## config.mk

```make
export PLATFORM = sky130hd
export DESIGN_NAME = sram_rr_arbiter
export DESIGN_NICKNAME = d
export VERILOG_FILES = /design/src/rtl/sram_rr_arbiter.sv
export SDC_FILE = /design/constraint.sdc
export NUM_CORES = 1
export LEC_CHECK = 0
export ABC_AREA = 0
export BUFFER_PORTS_ARGS = -buffer_cell sky130_fd_sc_hd__clkbuf_2
export CORE_MARGIN = 5
export CORE_UTILIZATION = 48
export CTS_BUF_LIST = sky130_fd_sc_hd__clkbuf_8
export DETAILED_ROUTE_END_ITERATION = 6
export PLACE_DENSITY = 0.87
export RECOVER_POWER = 100
export SYNTH_ARGS = -nofsm -noshare
export SYNTH_HDL_FRONTEND = slang
export SYNTH_SLANG_ARGS = --single-unit
```

## constraint.sdc

```tcl
create_clock -name clk -period 4.6 [get_ports clk]
set_input_delay 0.23 -clock clk [delete_from_list [all_inputs] [get_ports clk]]
set_output_delay 0.23 -clock clk [all_outputs]
set_load 0.05 [all_outputs]
```

## src/rtl/sram_rr_arbiter.sv

```systemverilog
// Two-port round-robin arbiter/sequencer for a single-port SRAM.
// Registers one command per cycle onto the SRAM pins and tags read returns.
module sram_rr_arbiter #(
    parameter int ADDR_W = 6,
    parameter int DATA_W = 8
) (
    input  logic              clk,
    input  logic              rst_n,
    input  logic              p0_req,
    input  logic              p0_we,
    input  logic [ADDR_W-1:0] p0_addr,
    input  logic [DATA_W-1:0] p0_din,
    input  logic              p0_lock,
    output logic              p0_gnt,
    output logic              p0_rvalid,
    input  logic              p1_req,
    input  logic              p1_we,
    input  logic [ADDR_W-1:0] p1_addr,
    input  logic [DATA_W-1:0] p1_din,
    input  logic              p1_lock,
    output logic              p1_gnt,
    output logic              p1_rvalid,
    output logic [DATA_W-1:0] rdata,
    output logic [ADDR_W-1:0] mem_addr,
    output logic [DATA_W-1:0] mem_din,
    output logic              mem_we,
    input  logic [DATA_W-1:0] mem_dout
);

    typedef enum logic [1:0] {
        IDLE,
        OWN0,
        OWN1
    } state_t;

    state_t state;
    logic   last_gnt;
    logic   g0;
    logic   g1;
    logic   t1_v;
    logic   t1_p;
    logic   t2_v;
    logic   t2_p;

    // Grant decode: owner-only while locked, otherwise round-robin on ties
    always_comb begin
        g0 = 1'b0;
        g1 = 1'b0;
        unique case (state)
            OWN0: g0 = p0_req;
            OWN1: g1 = p1_req;
            default: begin
                if (p0_req && p1_req) begin
                    g0 = last_gnt;
                    g1 = !last_gnt;
                end else begin
                    g0 = p0_req;
                    g1 = p1_req;
                end
            end
        endcase
    end

    assign p0_gnt = g0;
    assign p1_gnt = g1;

    // Lock ownership state machine
    always_ff @(posedge clk or negedge rst_n) begin
        if (!rst_n) begin
            state <= IDLE;
        end else begin
            unique case (state)
                OWN0: if (!p0_lock) state <= IDLE;
                OWN1: if (!p1_lock) state <= IDLE;
                default: begin
                    if (g0 && p0_lock)
                        state <= OWN0;
                    else if (g1 && p1_lock)
                        state <= OWN1;
                end
            endcase
        end
    end

    // Remember which port was granted last; 1 lets port 0 win the first tie
    always_ff @(posedge clk or negedge rst_n) begin
        if (!rst_n)
            last_gnt <= 1'b1;
        else if (g0 || g1)
            last_gnt <= g1;
    end

    // Register the granted command onto the SRAM pins
    always_ff @(posedge clk or negedge rst_n) begin
        if (!rst_n) begin
            mem_we   <= 1'b0;
            mem_addr <= '0;
            mem_din  <= '0;
        end else if (g0) begin
            mem_we   <= p0_we;
            mem_addr <= p0_addr;
            mem_din  <= p0_din;
        end else if (g1) begin
            mem_we   <= p1_we;
            mem_addr <= p1_addr;
            mem_din  <= p1_din;
        end else begin
            mem_we <= 1'b0;
        end
    end

    // Two-stage read tag pipeline aligning the port id with mem_dout
    always_ff @(posedge clk or negedge rst_n) begin
        if (!rst_n) begin
            t1_v <= 1'b0;
            t1_p <= 1'b0;
            t2_v <= 1'b0;
            t2_p <= 1'b0;
        end else begin
            t1_v <= (g0 && !p0_we) || (g1 && !p1_we);
            t1_p <= g1;
            t2_v <= t1_v;
            t2_p <= t1_p;
        end
    end

    assign p0_rvalid = t2_v && !t2_p;
    assign p1_rvalid = t2_v && t2_p;
    assign rdata     = mem_dout;

endmodule
```

==> flow_summary.yaml <==
run_status:
  status: "complete, but fails checks"
  violations: "max-capacitance violations, max-slew violations"
worst_hold_path:
  hold_path_end: "t1_v"
  min-delay-start: "p1_we"
  min-delay-path-class: "input pin to register"
  holdPathStages: 2
synth:
  syn_inst: 127
  avgSynthCellArea_um2: 9.58
  synth.distinct_cells: 26
  yosysSeqAreaShare_pct: 45.4
  netlist_area_um2: 1220
  yosys.area_share.xor_xnor_pct: 0
  synth_top_family_by_area: "compound AO/OA/AOI/OAI gates"
  synthArstFlopShare_pct: 100
  ys.flop_type: "dfrtp_1"
  synthAdderAreaFrac_pct: 2.06
  synthSimpleGateAreaFrac_pct: 19.2
  ys.warnings.count: 0
  synth.ff_latch_count: 22
  synth_edf_count: 0
  synthMuxAreaShare_pct: 0
  syn_nets: 173
  synth_compound_area_share_pct: 23.6
sta:
  slew_viol_final: 17
  skew_ns: 0.00157
  period_share_pct: 63.1
  finalSetupTns_ns: 0
  worstMarginPinSlew_ns: 1.51
  period_needed_ns: 2.90
  slew_headroom_pct: -1.69
  whs_ns: 0.175
  finalSetupViolCount: 0
  rsz0062_at_grt: "false"
  fmax_mhz: 344
  hold_viol_final: 0
routing:
  drc: 0
  first_pass_iters: 4
  drt_iter0_markers: 42
  detail-route-antenna-nets: 0
  vias: 1131
  wl_per_cell_um: 15.7
  via_per_inst: 5.68
  postRouteWirelength_um: 3130
cts:
  insertion_delay_ns: 0.26
  post-cts-setup-buffer-count: 0
  clkTransAtPathRegs_ns: 0.08
  htree_levels: 1
  root_buffer: "clkbuf_8"
  cts_buffer_depth: 2
  cts_sinks: 22
  cts_tree: "done"
  cts_inserted_buffers: 3
  post_cts_resized: 0
critical_path:
  cp_max_fo: 31
  required_ns: 4.69
  r2r-start: "state[0]"
  end_kind: "register"
  r2r_end: "mem_addr[0]"
  r2r_setup_slack_ns: 1.70
  path_class: "register to register"
  startpoint_type: "register"
  reg2reg_depth: 5
  crit_arrival_ns: 2.99
global_routing:
  grt_use_total_pct: 18.2
  grt_pass1_wl_um: 4970
  overflow: 0
  grt_pass1_vias: 1099
  antenna_found_initial: 0
  grt_start_max_net_pins: 32
flow_run:
  cap_viol_max_count: 1
layout:
  nNetsFinal: 216
  drive_gt1_share_pct: 29.0
  area_growth_pct: 20.1
  diodes: 0
place:
  place_hpwl_um: 2250
  port-buffer-count: 54
  gp_congestion: 0.812
floorplanning:
  ios: 71
  dieArea_um2: 3640
  rows: 18
  coreArea_um2: 2450
  start_util_pct: 49.5
  die_w_um: 60.3
  die_h_um: 60.3
power:
  pwr-share-clk_pct: 10.6
  internal-power_mw: 0.573
  power.share.combinational_pct: 62.5
  power_switching_mw: 0.719
  leakage_nw: 0.624
  p_seq_share_pct: 26.9
  vdd.ir_drop.worst_uv: 508
  p_total_mw: 1.29
  swShare_pct: 55.7
  power_density_nw_per_um2: 885
## layout by cell type (no fill, tap or decap)
| cell type | netlist | layout |
|---|---|---|
| nor3_1 | 14 | 14 |
| ha_1 | 2 | 2 |
| nand3b_1 | 2 | 2 |
| a221o_1 | 1 | 1 |
| and3b_1 | 1 | 1 |
| inv_1 | 4 | 4 |
| clkbuf_8 | 0 | 4 |
| a31oi_2 | 10 | 10 |
| nor2b_1 | 2 | 2 |
| o221a_1 | 1 | 1 |
| o21a_1 | 2 | 2 |
| clkbuf_1 | 6 | 20 |
| o21ai_0 | 15 | 16 |
| a31oi_1 | 4 | 4 |
| o22ai_1 | 2 | 2 |
| or2_0 | 0 | 1 |
| nand2_1 | 7 | 7 |
| dlygate4sd3_1 | 0 | 1 |
| and4_1 | 1 | 1 |
| dfstp_2 | 1 | 1 |
| dfrtp_1 | 21 | 21 |
| a21boi_0 | 0 | 1 |
| nand3_1 | 16 | 16 |
| and2_1 | 1 | 1 |
| clkbuf_2 | 0 | 34 |
## worst max path at each step
stage | end | depth (start not counted) | startpoint | slack (ns)
after floorplan | p0_gnt | 6 | state[0] | 2.86
after global placement | mem_din[2] | 5 | state[0] | 2.14
after detailed placement | mem_din[3] | 5 | state[0] | 2.05
after CTS | p0_gnt | 6 | state[0] | 1.89
after global routing | mem_addr[3] | 5 | state[0] | 1.51
final | mem_addr[0] | 5 | state[0] | 1.70
## power by group through the flow
stage / logic (mW) / registers [mW] / clock network (mW)
2_1_floorplan: 0.458 / 0.579 / 0
3_3_place_gp: 0.806 / 0.347 / 0
3_5_place_dp: 0.828 / 0.352 / 0
4_1_cts: 0.832 / 0.349 / 0.141
5_1_grt: 0.865 / 0.365 / 0.146
6_report: 0.808 / 0.348 / 0.137
## layout make-up
cell class                 count  area [µm²]
tap                           30        37.5
multi-input combinational     84         546
clock buffer                   4        55.1
sequential                    22         552
inverter                       4        15.0
fill                         226         995
timing repair buffer          55         255
## flip-flops by register name, indices dropped and copies added (netlist names)
| signal | count |
|---|---|
| mem_addr | 6 |
| state | 2 |
| t1_p | 1 |
| last_gnt | 1 |
| t2_p | 1 |
| t2_v | 1 |
| mem_we | 1 |
| t1_v | 1 |
| mem_din | 8 |
## synthesized netlist by cell type, types with 4 or more instances
cell	count	area, µm²
nand2_1	7	26.3
clkbuf_1	6	22.5
o21ai_0	15	75.1
nor3_1	14	70.1
dfrtp_1	21	526
buf_4	8	60.1
a31oi_1	4	25.0
inv_1	4	15.0
nand3_1	16	80.1
a31oi_2	10	125
## through the flow
step / std cells / instance area, µm² / setup slack (ns) / utilization, %
4_1_cts: 199 / 1490 / 1.89 / 60.5
6_report: 199 / 1460 / 1.70 / 59.5
3_3_place_gp: 194 / 1420 / 2.14 / 57.8
2_1_floorplan: 127 / 1220 / 2.86 / -
5_1_grt: 199 / 1460 / 1.51 / 59.5
3_5_place_dp: 194 / 1420 / 2.05 / 57.8
## per-layer routing
layer	global-route usage (%)	up-vias	share of wire, %	wire, µm
li1	-	544	-	-
met1	22.8	521	37	1160
met2	31.0	58	53	1660
met3	3.83	8	8.2	258
met4	6.33	0	1.8	55
met5	0	-	0	0
## worst max-delay path, cell delays in order (launching register included)
cell and delay [ns]:
dfrtp_1 0.37, inv_1 0.05, ha_1 0.37, o21a_1 0.77
or2_0 0.97, a31oi_2 0.18
## cell families after synthesis
kind of cell	count (synthesis)
AOI/OAI and AO/OA	37
and+or+nand+nor	45
adders and majority gates	2
buffers and inverters	21
DFF	22
## repair_timing
action / in CTS / in global routing
endpoints found under the hold margin: 21 / 0
endpoints found under the setup margin: 0 / 0
hold buffers: 1 / 0
(Power assumes the default switching activity.)
